==> config.mk <==
export PLATFORM = sky130hd
export DESIGN_NAME = piso_rr_scheduler_flat
export DESIGN_NICKNAME = d
export VERILOG_FILES = /design/src/rtl/piso_rr_scheduler_pkg.sv /design/src/rtl/piso_rr_scheduler_if.sv /design/src/rtl/piso_rr_scheduler_rr_arbiter.sv /design/src/rtl/piso_rr_scheduler.sv /design/src/flat_wrapper.sv
export SDC_FILE = /design/constraint.sdc
export NUM_CORES = 1
export LEC_CHECK = 0
export BUFFER_PORTS_ARGS = -buffer_cell sky130_fd_sc_hd__buf_2
export CORE_ASPECT_RATIO = 0.75
export CORE_MARGIN = 5
export CORE_UTILIZATION = 37
export DETAILED_ROUTE_END_ITERATION = 12
export PLACE_DENSITY_LB_ADDON = 0.2
export RECOVER_POWER = 50
export SYNTH_ARGS = -nofsm -noshare
export SYNTH_HDL_FRONTEND = slang
export SYNTH_SLANG_ARGS = --single-unit
export TNS_END_PERCENT = 50
==> constraint.sdc <==
create_clock -name clk -period 1.7 [get_ports clk]
set_input_delay 0.17 -clock clk [delete_from_list [all_inputs] [get_ports clk]]
set_output_delay 0.17 -clock clk [all_outputs]
set_load 0.05 [all_outputs]
==> src/rtl/piso_rr_scheduler_pkg.sv <==
// Shared types and helpers for the round-robin PISO scheduler.
// Latency: n/a (types, constants and combinational helpers only).
// Backpressure: n/a.
package piso_sched_pkg;

  // Upper bound on requester count that rr_pick can search.
  localparam int MAX_REQ = 32;

  typedef enum logic {
    IDLE  = 1'b0,
    SHIFT = 1'b1
  } state_t;

  typedef struct packed {
    logic        found;
    logic [31:0] idx;
  } rr_res_t;

  // Bit counter width for a given word width (at least one bit).
  function automatic int cnt_width(input int dw);
    return (dw > 1) ? $clog2(dw) : 1;
  endfunction

  // Counter width of the default 16-bit instance.
  localparam int CNT_W = cnt_width(16);

  // First set bit of valid, searching upward from last+1 and wrapping at num_req.
  function automatic rr_res_t rr_pick(input logic [MAX_REQ-1:0] valid,
                                      input int num_req,
                                      input int last);
    rr_res_t r;
    int      idx;
    r = '0;
    for (int k = 1; k <= MAX_REQ; k++) begin
      if (k <= num_req && !r.found) begin
        idx = (last + k) % num_req;
        if (valid[idx[4:0]]) begin
          r.found = 1'b1;
          r.idx   = idx;
        end
      end
    end
    return r;
  endfunction

endpackage

==> src/rtl/piso_rr_scheduler_if.sv <==
// Bundle of requester, PISO and framed serial signals around the scheduler.
// Latency: n/a (wiring only).
// Backpressure: req_valid/req_ready handshake; serial side has no stall.
// master = scheduler side, slave = requesters, PISO and serial consumer.
interface piso_rr_scheduler_if #(
  parameter int DATA_WIDTH = 16,
  parameter int NUM_REQ    = 4,
  parameter int SRC_W      = $clog2(NUM_REQ)
);
  logic [NUM_REQ-1:0]            req_valid;
  logic [NUM_REQ*DATA_WIDTH-1:0] req_data;
  logic [NUM_REQ-1:0]            req_ready;
  logic [DATA_WIDTH-1:0]         piso_din;
  logic                          piso_din_en;
  logic                          piso_dout;
  logic                          ser_dout;
  logic                          ser_valid;
  logic                          ser_first;
  logic                          ser_last;
  logic [SRC_W-1:0]              ser_src;
  logic                          busy;

  modport master (
    input  req_valid, req_data, piso_dout,
    output req_ready, piso_din, piso_din_en,
           ser_dout, ser_valid, ser_first, ser_last, ser_src, busy
  );

  modport slave (
    output req_valid, req_data, piso_dout,
    input  req_ready, piso_din, piso_din_en,
           ser_dout, ser_valid, ser_first, ser_last, ser_src, busy
  );
endinterface

==> src/rtl/piso_rr_scheduler_rr_arbiter.sv <==
// Round-robin arbiter: picks the first requester after i_last_grant, wrapping.
// Latency: combinational, zero cycles.
// Backpressure: i_enable low forces no grant; pointer update is left to the caller.
// Ports: i_req request vector, i_last_grant previous winner, i_enable,
//        o_grant one-hot, o_idx winner index, o_found any grant.
module rr_arbiter
  import piso_sched_pkg::*;
#(
  parameter int NUM_REQ = 4,
  parameter int SRC_W   = $clog2(NUM_REQ)
) (
  input  logic [NUM_REQ-1:0] i_req,
  input  logic [SRC_W-1:0]   i_last_grant,
  input  logic               i_enable,
  output logic [NUM_REQ-1:0] o_grant,
  output logic [SRC_W-1:0]   o_idx,
  output logic               o_found
);

  logic [MAX_REQ-1:0] w_req_ext;
  rr_res_t            w_pick;

  always_comb begin
    w_req_ext              = '0;
    w_req_ext[NUM_REQ-1:0] = i_req;
    w_pick                 = rr_pick(w_req_ext, NUM_REQ, int'(i_last_grant));
  end

  assign o_found = i_enable && w_pick.found;
  assign o_idx   = SRC_W'(w_pick.idx);

  always_comb begin
    o_grant = '0;
    for (int i = 0; i < NUM_REQ; i++) begin
      if (o_found && (w_pick.idx == i)) o_grant[i] = 1'b1;
    end
  end

endmodule

==> src/rtl/piso_rr_scheduler.sv <==
// Shares one PISO among NUM_REQ requesters, round-robin, and frames its serial output.
// Latency: word accepted in cycle T -> bit 0 at T+1, bit DATA_WIDTH-1 at T+DATA_WIDTH.
// Backpressure: req_ready only in a load window (idle or last bit); words stream back-to-back.
// Ports: clk, resetn (async active-low), bus (requesters, PISO din/din_en/dout, ser_* framing, busy).
module piso_rr_scheduler
  import piso_sched_pkg::*;
#(
  parameter int DATA_WIDTH = 16,
  parameter int NUM_REQ    = 4,
  parameter int SRC_W      = $clog2(NUM_REQ)
) (
  input  logic                clk,
  input  logic                resetn,
  piso_rr_scheduler_if.master bus
);

  localparam int            CW       = cnt_width(DATA_WIDTH);
  localparam logic [CW-1:0] LAST_BIT = CW'(DATA_WIDTH - 1);

  state_t             r_state, w_state_nxt;
  logic [CW-1:0]      r_bit_cnt, w_bit_cnt_nxt;
  logic [SRC_W-1:0]   r_last_grant, w_last_grant_nxt;
  logic [SRC_W-1:0]   r_cur_src, w_cur_src_nxt;

  logic               w_load_win;
  logic               w_take;
  logic [NUM_REQ-1:0] w_gnt_oh;
  logic [SRC_W-1:0]   w_gnt_idx;

  assign w_load_win = (r_state == IDLE) || (r_bit_cnt == LAST_BIT);

  // resetn gates the enable so req_ready stays low while reset is asserted,
  // even though the registers already sit in IDLE.
  rr_arbiter #(
    .NUM_REQ (NUM_REQ),
    .SRC_W   (SRC_W)
  ) u_arb (
    .i_req        (bus.req_valid),
    .i_last_grant (r_last_grant),
    .i_enable     (w_load_win && resetn),
    .o_grant      (w_gnt_oh),
    .o_idx        (w_gnt_idx),
    .o_found      (w_take)
  );

  always_ff @(posedge clk or negedge resetn) begin
    if (!resetn) begin
      r_state      <= IDLE;
      r_bit_cnt    <= '0;
      r_last_grant <= SRC_W'(NUM_REQ - 1);
      r_cur_src    <= '0;
    end else begin
      r_state      <= w_state_nxt;
      r_bit_cnt    <= w_bit_cnt_nxt;
      r_last_grant <= w_last_grant_nxt;
      r_cur_src    <= w_cur_src_nxt;
    end
  end

  always_comb begin
    w_state_nxt      = r_state;
    w_bit_cnt_nxt    = r_bit_cnt;
    w_last_grant_nxt = r_last_grant;
    w_cur_src_nxt    = r_cur_src;
    if (w_take) begin
      // A grant in the last-bit cycle restarts the count with no bubble.
      w_state_nxt      = SHIFT;
      w_bit_cnt_nxt    = '0;
      w_last_grant_nxt = w_gnt_idx;
      w_cur_src_nxt    = w_gnt_idx;
    end else if (r_state == SHIFT) begin
      // Explicit compare keeps the count in range for non-power-of-two widths.
      if (r_bit_cnt == LAST_BIT) begin
        w_state_nxt   = IDLE;
        w_bit_cnt_nxt = '0;
      end else begin
        w_bit_cnt_nxt = r_bit_cnt + 1'b1;
      end
    end
  end

  always_comb begin
    bus.piso_din = '0;
    for (int i = 0; i < NUM_REQ; i++) begin
      if (w_gnt_oh[i]) bus.piso_din = bus.req_data[i*DATA_WIDTH +: DATA_WIDTH];
    end
  end

  assign bus.req_ready   = w_gnt_oh;
  assign bus.piso_din_en = w_take;
  assign bus.ser_dout    = bus.piso_dout;
  assign bus.ser_valid   = (r_state == SHIFT);
  assign bus.ser_first   = (r_state == SHIFT) && (r_bit_cnt == '0);
  assign bus.ser_last    = (r_state == SHIFT) && (r_bit_cnt == LAST_BIT);
  assign bus.ser_src     = r_cur_src;
  assign bus.busy        = (r_state == SHIFT);

endmodule

==> src/flat_wrapper.sv <==
// flat-port wrapper written by rule: the top's interface ports become plain ports
module piso_rr_scheduler_flat import piso_sched_pkg::*;
#(
  parameter int DATA_WIDTH = 16,
  parameter int NUM_REQ    = 4,
  parameter int SRC_W      = $clog2(NUM_REQ)
)
  (clk, resetn, bus_req_valid, bus_req_data, bus_piso_dout, bus_req_ready, bus_piso_din, bus_piso_din_en, bus_ser_dout, bus_ser_valid, bus_ser_first, bus_ser_last, bus_ser_src, bus_busy);
  piso_rr_scheduler_if #(.DATA_WIDTH(DATA_WIDTH), .NUM_REQ(NUM_REQ), .SRC_W(SRC_W)) bus_i ();
  input  logic clk;
  input  logic resetn;
  input wire logic [$bits(bus_i.req_valid)-1:0] bus_req_valid;
  input wire logic [$bits(bus_i.req_data)-1:0] bus_req_data;
  input wire logic [$bits(bus_i.piso_dout)-1:0] bus_piso_dout;
  output wire logic [$bits(bus_i.req_ready)-1:0] bus_req_ready;
  output wire logic [$bits(bus_i.piso_din)-1:0] bus_piso_din;
  output wire logic [$bits(bus_i.piso_din_en)-1:0] bus_piso_din_en;
  output wire logic [$bits(bus_i.ser_dout)-1:0] bus_ser_dout;
  output wire logic [$bits(bus_i.ser_valid)-1:0] bus_ser_valid;
  output wire logic [$bits(bus_i.ser_first)-1:0] bus_ser_first;
  output wire logic [$bits(bus_i.ser_last)-1:0] bus_ser_last;
  output wire logic [$bits(bus_i.ser_src)-1:0] bus_ser_src;
  output wire logic [$bits(bus_i.busy)-1:0] bus_busy;
  assign bus_i.req_valid = bus_req_valid;
  assign bus_i.req_data = bus_req_data;
  assign bus_i.piso_dout = bus_piso_dout;
  assign bus_req_ready = bus_i.req_ready;
  assign bus_piso_din = bus_i.piso_din;
  assign bus_piso_din_en = bus_i.piso_din_en;
  assign bus_ser_dout = bus_i.ser_dout;
  assign bus_ser_valid = bus_i.ser_valid;
  assign bus_ser_first = bus_i.ser_first;
  assign bus_ser_last = bus_i.ser_last;
  assign bus_ser_src = bus_i.ser_src;
  assign bus_busy = bus_i.busy;
  piso_rr_scheduler #(.DATA_WIDTH(DATA_WIDTH), .NUM_REQ(NUM_REQ), .SRC_W(SRC_W)) u_core (.clk(clk), .resetn(resetn), .bus(bus_i));
endmodule
### Word-level counts from Yosys, hierarchy flattened

Index checks and enable logic that the tools add are counted.

| storage, ports and cells | value |
|---|---|
| input port bits | 71 |
| register bits after elaboration | 9 |
| output and inout bits | 28 |
| word-level logic and storage cells | 67 |

| operators by class | value |
|---|---|
| bitwise gates (word level) | 5 |
| magnitude comparators | 4 |
| equality and inequality tests | 4 |
| reductions and logical operators | 16 |
| muxes and demuxes | 29 |
| add/sub/neg operators | 5 |

Operator list:

| cell | number |
|---|---|
| $mux W33 | 7 |
| $eq A32 B2 Y1 const B | 2 |
| $mux W16 | 4 |
| $eq A32 B1 Y1 const B | 1 |
| $logic_not A32 Y1 | 1 |
| $lt A5 B6 Y1 const B | 4 |
| $bmux W1 S3 | 4 |
| $mux W4 | 3 |
| $mux W1 | 11 |
| $logic_and A1 B1 Y1 | 8 |
| $reduce_or A2 Y1 | 4 |
| $add A2 B1 Y2 const B | 2 |
| $add A2 B2 Y2 const B | 2 |
| $add A4 B1 Y4 const B | 1 |
| $and A1 B1 Y1 const A | 4 |
| $eq A4 B4 Y1 const B | 1 |
| $logic_not A4 Y1 | 1 |
| $reduce_bool A2 Y1 | 1 |
| $logic_or A1 B1 Y1 | 1 |
| $not A1 Y1 | 1 |

### Longest topological paths before layout

Gate-level depths: netlist of the first run.

| depth | value |
|---|---|
| depth in word-level cells | 19 |
| gate-level depth with buffers | 7 |
| mapped depth without buffers | 5 |

### Hierarchy

A second synthesis of the first run with hierarchy kept.

| second synthesis, totals | value |
|---|---|
| cells, all modules | 142 |
| area, all modules | 1194.9 um2 |

Modules (own cells, without submodules):

| module | seq. area each (um2) | cells an instance | instances | area each (um2) |
|---|---|---|---|---|
| piso_rr_scheduler | 227.7 | 124 | 1 | 1043.5 |
| rr_arbiter | 0.0 | 18 | 1 | 151.4 |

### Least setup slack after synthesis of the first run

Ideal clock, no wire load.

| path | value |
|---|---|
| path kind | reg2out |
| start | reg u_core.r_state (netlist: u_core.bus.busy) |
| end | out bus_piso_din[10] |
| setup slack | -0.921 ns |
| arrival | 2.451 ns |
| stages on the path, launching flop included | 6 |
| buffers on the path | 2 |
| data required time | 1.530 ns |
| cell sequence | dfrtp_1 clkbuf_1 a21oi_4 nand2_2 buf_6 o22ai_1 |

| between the ends | value |
|---|---|
| cells in the longest elaborated chain, start to end | 10 |
| elaborated cells between the ends (all ways) | 16 |
| classes of those cells | 8 x mux; 1 x bitwise; 7 x reduce/logical |

Ends and longest elaborated chain:

| what | line | text |
|---|---|---|
| start, declared | piso_rr_scheduler.sv:20 | `state_t r_state, w_state_nxt;` |
| start signal, assigned | piso_rr_scheduler.sv:53 | `r_state <= w_state_nxt;` |
| $not A1 Y1 * | piso_rr_scheduler.sv:30 | `assign w_load_win = (r_state == IDLE) \|\| (r_bit_cnt == LAST_BIT);` |
| $logic_or A1 B1 Y1 * | piso_rr_scheduler.sv:30 |  |
| $logic_and A1 B1 Y1 * | piso_rr_scheduler.sv:40 | `.i_enable (w_load_win && resetn),` |
| $logic_and A1 B1 Y1 * | piso_rr_scheduler_rr_arbiter.sv:29 | `assign o_found = i_enable && w_pick.found;` |
| net bus_piso_din_en | flat_wrapper.sv:17 | `output wire logic [$bits(bus_i.piso_din_en)-1:0] bus_piso_din_en;` |
| $logic_and A1 B1 Y1 | piso_rr_scheduler_rr_arbiter.sv:35 | `if (o_found && (w_pick.idx == i)) o_grant[i] = 1'b1;` |
| $mux W1 | piso_rr_scheduler_rr_arbiter.sv:35 |  |
| $mux W16 (3 in series) | piso_rr_scheduler.sv:85 | `if (w_gnt_oh[i]) bus.piso_din = bus.req_data[i*DATA_WIDTH +: DATA_WIDTH];` |
| $mux W16 * | piso_rr_scheduler.sv:85 |  |
| end, declared | flat_wrapper.sv:16 | `output wire logic [$bits(bus_i.piso_din)-1:0] bus_piso_din;` |

Mark *: on every way through the listed nets, which the timed path passes. The rest lies on a longest branch.

### Final worst setup path of the first run

| path | value |
|---|---|
| start | reg u_core.r_last_grant[1] |
| end | out bus_piso_din[5] |

| between the ends | value |
|---|---|
| cells in the longest elaborated chain, start to end | 19 |
| elaborated cells between the ends (all ways) | 44 |
| classes of those cells | 4 x add/sub; 3 x eq/ne; 23 x mux; 4 x bitwise; 10 x reduce/logical |

Ends and longest elaborated chain:

| what | line | text |
|---|---|---|
| start, declared | piso_rr_scheduler.sv:22 | `logic [SRC_W-1:0] r_last_grant, w_last_grant_nxt;` |
| start signal, assigned | piso_rr_scheduler.sv:50 | `r_last_grant <= SRC_W'(NUM_REQ - 1);` |
| start signal, assigned | piso_rr_scheduler.sv:55 | `r_last_grant <= w_last_grant_nxt;` |
| $add A2 B1 Y2 | piso_rr_scheduler_pkg.sv:36 | `idx = (last + k) % num_req;` |
| $reduce_or A2 Y1 (no line) | n/a |  |
| $and A1 B1 Y1 (no line) | n/a |  |
| $bmux W1 S3 | piso_rr_scheduler_pkg.sv:37 | `if (valid[idx[4:0]]) begin` |
| $mux W1 (not written as such) | piso_rr_scheduler_pkg.sv:37 |  |
| $mux W33 (2 in series) | piso_rr_scheduler_pkg.sv:37 |  |
| $mux W33 | piso_rr_scheduler_pkg.sv:35 | `if (k <= num_req && !r.found) begin` |
| $mux W33 | piso_rr_scheduler_pkg.sv:37 |  |
| $mux W33 | piso_rr_scheduler_pkg.sv:35 |  |
| $mux W33 | piso_rr_scheduler_pkg.sv:37 |  |
| $mux W33 * | piso_rr_scheduler_pkg.sv:35 |  |
| $logic_not A32 Y1 | piso_rr_scheduler_rr_arbiter.sv:35 |  |
| $logic_and A1 B1 Y1 | piso_rr_scheduler_rr_arbiter.sv:35 |  |
| $mux W1 | piso_rr_scheduler_rr_arbiter.sv:35 |  |
| $mux W16 (3 in series) | piso_rr_scheduler.sv:85 |  |
| $mux W16 * | piso_rr_scheduler.sv:85 |  |

Mark *: on every way between the ends. The rest lies on a longest branch, timed or not. The select of a mux whose other input is x is not followed.

==> results of run 1 <==
## metrics by stage
| step | area (um^2) | std cells | hold slack (ps) | setup WS, ps | TNS, ps |
|---|---|---|---|---|---|
| after floorplan | 1310 | 118 | -126 | -454 | -8710 |
| after global placement | 1970 | 267 | 166 | -212 | -3620 |
| after detailed placement | 1970 | 267 | 160 | -286 | -4530 |
| after CTS | 2280 | 275 | 325 | -443 | -7910 |
| after global routing | 2310 | 276 | 340 | -574 | -10850 |
| final | 2310 | 276 | 340 | -501 | -9100 |
## repair_timing
action                     in CTS  in global routing
setup endpoints to repair      22                 22
resized for setup              63                  5
gates cloned                    1                  0
pin swaps                       2                  1
hold endpoints to repair        7                  0
setup buffers                   2                  1
hold buffers                    1                  0
## synthesized netlist by cell type, types with 2 or more instances
library cell  instances
buf_4                 2
buf_6                 6
dfrtp_1               7
dfstp_2               2
ha_1                  2
inv_1                 6
mux2i_1              34
nand2_1               7
nand2b_1              2
nor2_1                7
o21a_1                2
o21ai_0               6
o22ai_1              16
## final cells by class
class                           count  area (um^2)  share of cell area [%]
Sequential cell                     9          229                    9.92
Timing Repair Buffer              125          900                    39.0
Clock buffer                        4         45.0                    1.95
Tap cell                           38         47.5                    2.06
Inverter                            6         22.5                   0.976
Multi-Input combinational cell     94         1060                    46.1
## layout by cell type (no fill, tap or decap), types with 2 or more instances in the layout
master,instances
nor2_4,3
o21ai_0,6
nand2b_1,2
nand2_1,6
clkbuf_8,3
inv_1,6
mux2i_2,16
nor2_1,3
o22ai_4,11
o21a_1,2
ha_1,2
mux2i_1,17
buf_4,23
dfstp_2,2
o22ai_2,5
a21oi_4,2
buf_2,72
nand2_4,3
buf_12,5
dfrtp_1,6
clkbuf_1,5
buf_6,19
## layer usage
| layer | vias to the layer above | track usage [%] |
|---|---|---|
| met1 | 706 | 25.4 |
| met2 | 72 | 43.8 |
| met4 | 0 | 6.58 |
| met3 | 10 | 6.08 |
| met5 | - | 0 |
| li1 | 677 | - |
## registers in the layout, indices dropped and copies added (netlist names)
signal	count
u_core.r_bit_cnt	4
u_core.bus.ser_src	2
u_core.r_last_grant	2
u_core.bus.busy	1
## worst max-delay path by stage
stage / from / endpoint / depth (start not counted)
detailed placement: u_core.r_last_grant[1]$_DFFE_PN1P_ / bus_piso_din[11] / 7
global placement: u_core.r_last_grant[1]$_DFFE_PN1P_ / bus_piso_din[11] / 7
finish: u_core.r_last_grant[1]$_DFFE_PN1P_ / bus_piso_din[5] / 7
CTS: u_core.r_last_grant[1]$_DFFE_PN1P_ / bus_piso_din[6] / 6
global route: u_core.r_last_grant[1]$_DFFE_PN1P_ / bus_piso_din[5] / 6
floorplan: u_core.bus.busy$_DFF_PN0_ / bus_piso_din[10] / 5
## report_power, final
| group | total, mW | leakage (nW) | internal (mW) | switching [mW] |
|---|---|---|---|---|
| clock | 0.255 | 0.0228 | 0.164 | 0.0913 |
| combinational | 2.23 | 0.981 | 1.03 | 1.20 |
| sequential | 0.442 | 0.101 | 0.340 | 0.102 |
| total | 2.92 | 1.10 | 1.53 | 1.39 |
## cells by family (layout without fill, tap and decap cells)
| kind of cell | after synthesis | count (layout) |
|---|---|---|
| simple gates | 24 | 24 |
| compound gates | 33 | 33 |
| buf+inv | 15 | 135 |
| mux | 34 | 34 |
| flops | 9 | 9 |
| xor+xnor | 1 | 1 |
| fa+ha+maj | 2 | 2 |
==> qor.yml, run 1 <==
slew_viol_final: 0
period_needed_ps: 2200
crit_buf_inv: 2
drtAntennaViolNets: 0
yosysSeqAreaShare_pct: 21.0
portBuffers: 96
syn_nets: 191
min_path_type: "in -> out"
cp.arrival_ps: 2030
clock_skew_ps: 0.436
grt_setup_unrepaired: "true"
synth_compound_area_share_pct: 22.4
r2r_cells: 8
grt_first_pass_wirelength_um: 7600
first_global_vias: 1644
critPathTopFamily: "flip-flops"
maxCapViolCount: 0
irDropWorstVdd_v: 0.000797
min_path_cells: 0
dr.first_iter.drc_count: 108
dr.pass1.iters: 7
post-route-util_pct: 80.3
setup_viol: 21
root_buffer: "clkbuf_8"
layout-drive-gt1-share_pct: 73.9
n_antenna_cell: 0
grt_start_max_net_pins: 23
fin_ws_ps: -501
layout.nets: 312
critPathKind: "reg -> out"
synth_edf_count: 0
synthArstFlopShare_pct: 100
drc_errors: 0
p_total_mw: 2.92
met2_length_um: 2540
antenna_found_initial: 0
synth_top_family_by_area: "multiplexers"
holdPathEnd: "bus_ser_dout"
synthTopCellsByArea: "mux2i_1 (31%), dfrtp_1 (16%), o22ai_1 (9.2%)"
ys_types: 32
cp_slowest_cell: "dfstp_2"
powerDensity_nw_per_um2: 1270
cts_max_path_buffers: 2
crit_chain: "mux2i_1 > o22a_1 > o21a_2 > nand2_4 > buf_12 > o22ai_4 > buf_4"
wl_met1_um: 1720
htree_levels: 1
top_layer_used: "met4"
synth_mux_area_share_pct: 31.4
via_per_inst: 5.31
die_h_um: 56.9
yosysTopAreaCell: "mux2i_1"
dr_wl_met3_um: 393
io_pins: 99
dp_hpwl_um: 3180
num_rows: 17
fmax_mhz: 454
synth_flop_cell: "dfrtp_1"
yosys.area_share.simple_pct: 12.1
syn2layout_area_growth_pct: 113
hold_viol_final: 0
ys_ff_latch: 9
synth-xor-area-share_pct: 0.807
cts.sinks: 9
path_max_fanout: 11
avgSynthCellArea_um2: 9.19
status: "finished with violations"
critical_path_required_ps: 1530
reg2reg_setup_slack_ps: 20
synth_adder_area_share_pct: 2.31
cts_tree: "yes"
period_share_pct: 129
grt-ovfl-total: 0
yosysWarnings: 0
syn_inst: 118
min_from: "bus_piso_dout"
fill_cells: 181
worstMarginPinSlew_ps: 598
cellLeakagePower_nw: 1.10
cp-start-kind: "flop"
die_w_um: 72.5
insertion_delay_ps: 230
core_um2: 2870
wirelength_um: 4760
crit_path_end_kind: "output pin"
slew_headroom_pct: 60.3
cts.clk_slew.worst_paths_ps: 50
wl_per_cell_um: 17.2
dieArea_um2: 4130
grt_use_total_pct: 23.4
synth_top_area_share_pct: 31.4
rr_endpoint: "u_core.bus.ser_src[1]$_DFFE_PN0P_"
vias: 1465
numCtsBuffers: 3
start_util_pct: 37.8
violations: "setup timing"
worst_path_largest_cell_delay_ps: 610
gp_congestion: 0.770
synthesis.area_um2: 1080
reg2reg_from: "u_core.r_last_grant[1]$_DFFE_PN1P_"
No activity file was read; power rests on OpenSTA's default activity.
==> run 2, diff against run 1 <==
--- a/config.mk
+++ b/config.mk
@@ -10,7 +10,7 @@
 export CORE_MARGIN = 5
 export CORE_UTILIZATION = 37
 export DETAILED_ROUTE_END_ITERATION = 12
-export PLACE_DENSITY_LB_ADDON = 0.2
+export PLACE_DENSITY = 0.76
 export RECOVER_POWER = 50
 export SYNTH_ARGS = -nofsm -noshare
 export SYNTH_HDL_FRONTEND = slang
==> run 2 against run 1 <==
The flow still finishes with violations (setup timing); cell count up 2.5%; core utilization grew 7.8 points; sequential power is essentially flat; global-route usage up 3.5 points; design area grew 9.7%; setup slack worse by 140 ps; routed wire length grew 24%; flip-flop and latch count unchanged; critical endpoint is now bus_piso_din[6]; highest routed layer unchanged.
==> qor.yml, run 2 (synthesis gave the netlist of run 1 again) <==
regMostFlops: "u_core.r_bit_cnt"
core_um2: 2870
slew_headroom_pct: 60.6
wl_per_cell_um: 20.8
dr.first_iter.drc_count: 150
num_rows: 17
drc_errors: 0
fin_ws_ps: -639
min_path_cells: 0
worstMarginPinSlew_ps: 593
setup_viol: 23
cts.sinks: 9
hold_ws_ps: 340
die_h_um: 56.9
maxCapViolCount: 0
cts.clk_slew.worst_paths_ps: 50
violations: "setup timing"
hold_viol_final: 0
cp-start-kind: "flop"
first_global_vias: 1660
numCtsBuffers: 3
drtAntennaViolNets: 0
path_max_fanout: 9
finalInstanceArea_um2: 2530
grt_first_pass_wirelength_um: 8460
cts_tree: "yes"
status: "finished with violations"
min_path_type: "in -> out"
io_pins: 99
vias: 1550
final_cell_mix: "buf_2 (73), buf_4 (24), buf_6 (21)"
critical_path_required_ps: 1530
final_common_cell: "buf_2"
p_total_mw: 3.35
r2r_cells: 7
grt_setup_unrepaired: "true"
cp.arrival_ps: 2170
via_per_inst: 5.48
period_needed_ps: 2340
htree_levels: 1
fmax_mhz: 428
post-route-util_pct: 88.1
placed_area_um2: 2000
n_antenna_cell: 0
crit_path_end_kind: "output pin"
irDropWorstVdd_v: 0.00129
antenna_found_initial: 0
clock_skew_ps: 5.23
dr.pass1.iters: 4
wirelength_um: 5880
cellLeakagePower_nw: 1.15
largest_reg_flops: 4
root_buffer: "clkbuf_8"
critPathKind: "reg -> out"
slew_viol_final: 0
syn2layout_area_growth_pct: 133
dieArea_um2: 4130
powerDensity_nw_per_um2: 1320
layout.nets: 319
period_share_pct: 138
cts_max_path_buffers: 2
grt-ovfl-total: 0
start_util_pct: 37.8
gp_congestion: 0.794
grt_start_max_net_pins: 10
layout-drive-gt1-share_pct: 77.6
grt_use_total_pct: 26.9
dp_slack_ps: -303
die_w_um: 72.5
insertion_delay_ps: 240
dp_hpwl_um: 3060
portBuffers: 96
## run 2: per-layer routing
layer | part of all wire, % | up-vias | GRT usage (%)
li1 | - | 694 | -
met4 | 3.4 | 0 | 10.0
met3 | 7.1 | 18 | 7.16
met1 | 36 | 749 | 30.7
met2 | 54 | 89 | 47.4
met5 | 0 | - | 0
## run 2: repair_timing
action | 4_1_cts | 5_1_grt
buffers inserted | 5 | 1
hold endpoints to repair | 7 | 0
pin swaps | 12 | 5
hold buffers | 1 | 0
gates cloned | 3 | 0
endpoints found under the setup margin | 21 | 24
gates resized for setup | 77 | 13
## run 2: final cells by class
cell class | count | area, um^2
timing repair buffer | 132 | 1020
fill | 137 | 340
inverter | 6 | 22.5
clock buffer | 4 | 45.0
sequential | 9 | 229
multi-input combinational | 94 | 1170
tap | 38 | 47.5
## run 2: worst paths after layout
path,slack (ps),end,start
max in group asynchronous,640,u_core.bus.busy$_DFF_PN0_,resetn
hold reg to reg,520,u_core.bus.ser_src[0]$_DFFE_PN0P_,u_core.bus.ser_src[0]$_DFFE_PN0P_
hold / removal,340,bus_ser_dout,bus_piso_dout
setup / recovery,-640,bus_piso_din[6],u_core.r_last_grant[1]$_DFFE_PN1P_
min in group asynchronous,690,u_core.r_bit_cnt[0]$_DFFE_PN0P_,resetn
setup reg to reg,-50,u_core.bus.ser_src[0]$_DFFE_PN0P_,u_core.r_last_grant[1]$_DFFE_PN1P_
## run 2: stage by stage
step | instances | TNS (ps)
after floorplan | 118 | -8710
after global placement | 269 | -4020
after global routing | 283 | -12890
final | 283 | -11130
after detailed placement | 269 | -4520
after CTS | 282 | -8900
## run 2: worst max-delay path, stage by stage (launching register included)
cell	delay [ps]
dfstp_2	610
a31oi_4	120
a21oi_4	240
buf_4	170
buf_12	150
mux2i_2	330
o22ai_4	130
buf_8	170
## run 2: where the power goes
group / internal, mW / leakage [nW] / switching (mW)
Clock: 0.164 / 0.0228 / 0.0926
Sequential: 0.340 / 0.101 / 0.101
Combinational: 1.26 / 1.03 / 1.39
Total: 1.76 / 1.15 / 1.59
==> run 3, diff against run 2 <==
--- a/config.mk
+++ b/config.mk
@@ -10,7 +10,7 @@
 export CORE_MARGIN = 5
 export CORE_UTILIZATION = 37
 export DETAILED_ROUTE_END_ITERATION = 12
-export PLACE_DENSITY = 0.76
+export PLACE_DENSITY = 0.8
 export RECOVER_POWER = 50
 export SYNTH_ARGS = -nofsm -noshare
 export SYNTH_HDL_FRONTEND = slang
==> run 3 against run 2 <==
The run still ends with setup timing left; clock power up 2%; design area fell by 7.9%; setup slack improved by 150 ps; routed wire length fell by 15%; combinational power decreased by 16%; critical path type unchanged.
==> qor.yml, run 3 (synthesis gave the netlist of run 1 again) <==
p_clk_share_pct: 8.9
io_pins: 99
grt-ovfl-total: 0
min_path_cells: 0
worstMarginPinSlew_ps: 485
pwr-share-seq_pct: 14.8
antenna_found_initial: 0
period_needed_ps: 2190
cts.sinks: 9
powerDensity_nw_per_um2: 1250
reg2reg_from: "u_core.r_last_grant[1]$_DFFE_PN1P_"
numCtsBuffers: 3
gp_congestion: 0.836
reg2reg_setup_slack_ps: -30
die_w_um: 72.5
violations: "setup timing"
drtAntennaViolNets: 0
p_total_mw: 2.92
critical_path_required_ps: 1530
cts_tree: "yes"
internal_power_mw: 1.52
hold_ws_ps: 340
fmax_mhz: 457
cp.arrival_ps: 2020
cp-start-kind: "flop"
tns_ps: -9080
htree_levels: 1
grt_use_total_pct: 22.5
rr_endpoint: "u_core.bus.ser_src[0]$_DFFE_PN0P_"
cts.clk_slew.worst_paths_ps: 40
drc_errors: 0
min_path_type: "in -> out"
first_global_vias: 1646
layout.nets: 314
min_from: "bus_piso_dout"
core_um2: 2870
clock_skew_ps: 5.18
maxCapViolCount: 0
holdPathEnd: "bus_ser_dout"
sw_frac_of_total_pct: 48.1
path_max_fanout: 22
status: "finished with violations"
critPathKind: "reg -> out"
grt_first_pass_wirelength_um: 7390
cellLeakagePower_nw: 1.12
multi_input_area_um2: 1060
period_share_pct: 129
n_antenna_cell: 0
crit_path_end_kind: "output pin"
regMostFlops: "u_core.r_bit_cnt"
stdcell_count: 278
p_switching_mw: 1.40
start_util_pct: 37.8
seq_area_um2: 229
wl_per_cell_um: 18.0
dr.first_iter.drc_count: 104
setup_viol: 22
fin_ws_ps: -489
die_h_um: 56.9
dr.pass1.iters: 5
dieArea_um2: 4130
via_per_inst: 5.33
dp_hpwl_um: 3330
root_buffer: "clkbuf_8"
grt_setup_unrepaired: "true"
grt_start_max_net_pins: 23
largest_reg_flops: 4
dp_slack_ps: -265
insertion_delay_ps: 240
cts_max_path_buffers: 2
vias: 1482
hold_viol_final: 0
slew_viol_final: 0
syn2layout_area_growth_pct: 115
final_cell_mix: "buf_2 (74), buf_4 (24), buf_6 (19)"
slew_headroom_pct: 67.6
fill_cells: 167
final_common_cell: "buf_2"
num_rows: 17
combPwrFrac_pct: 76.3
r2r_cells: 7
placedCellCount: 270
layout-drive-gt1-share_pct: 74.6
portBuffers: 96
irDropWorstVdd_v: 0.000653
wirelength_um: 5010
-- run 3: cell types whose count changed in the layout (fill, tap and decap cells not counted), moves of 3 or more --
cell     before  now
mux2i_4       6    3
o22ai_4      16   10
mux2i_1      11   16
buf_16        3    0
o22ai_2       0    6
-- run 3: worst max-delay path by stage --
stage	startpoint	to	slack, ps	cells after the start
after floorplan	u_core.bus.busy$_DFF_PN0_	bus_piso_din[10]	-450	5
after global placement	u_core.r_last_grant[1]$_DFFE_PN1P_	bus_piso_din[2]	-210	7
after detailed placement	u_core.r_last_grant[1]$_DFFE_PN1P_	bus_piso_din[13]	-260	7
after CTS	u_core.r_last_grant[1]$_DFFE_PN1P_	bus_piso_din[14]	-440	6
after global routing	u_core.r_last_grant[1]$_DFFE_PN1P_	bus_piso_din[0]	-560	7
final	u_core.r_last_grant[1]$_DFFE_PN1P_	bus_piso_din[14]	-490	8
-- run 3: routing by layer --
metal | routed length (um) | global-route usage, % | vias up
li1 | - | - | 681
met1 | 1820 | 25.6 | 700
met2 | 2650 | 39.6 | 79
met3 | 362 | 5.01 | 22
met4 | 176 | 10.0 | 0
met5 | 0 | 0 | -
-- run 3: worst max-delay path: stages, from the launching register on --
cell and delay, ps:
dfstp_2 400, buf_4 140, inv_1 80, nand2_1 110
a21oi_4 230, buf_12 230, mux2i_2 290, o22ai_4 100
buf_4 190
-- run 3: area by class of cell --
cell class	count	area share [%]
inverters	6	0.966
clock buffers	4	1.93
flip-flops and latches	9	9.82
repair buffers	127	39.8
multi-input cells	94	45.5
well taps	38	2.04
-- run 3: power groups by stage --
stage | sequential [mW] | combinational [mW] | clock (mW)
floorplan | 0.528 | 1.27 | 0
global placement | 0.412 | 1.85 | 0
detailed placement | 0.421 | 1.90 | 0
CTS | 0.415 | 2.08 | 0.260
global route | 0.440 | 2.33 | 0.276
finish | 0.431 | 2.23 | 0.261
-- run 3: timing repair --
| item | in CTS | in global routing |
|---|---|---|
| gates cloned | 0 | 1 |
| setup endpoints to repair | 21 | 24 |
| pin swaps | 1 | 0 |
| buffers inserted | 2 | 0 |
| gates resized for setup | 47 | 15 |
| endpoints found under the hold margin | 7 | 0 |
| hold buffers | 1 | 0 |
-- run 3: stage by stage --
stage	util, %	instance area [um^2]
2_1_floorplan	-	1310
3_3_place_gp	70.3	2020
3_5_place_dp	70.3	2020
4_1_cts	78.0	2240
5_1_grt	81.2	2330
6_report	81.2	2330
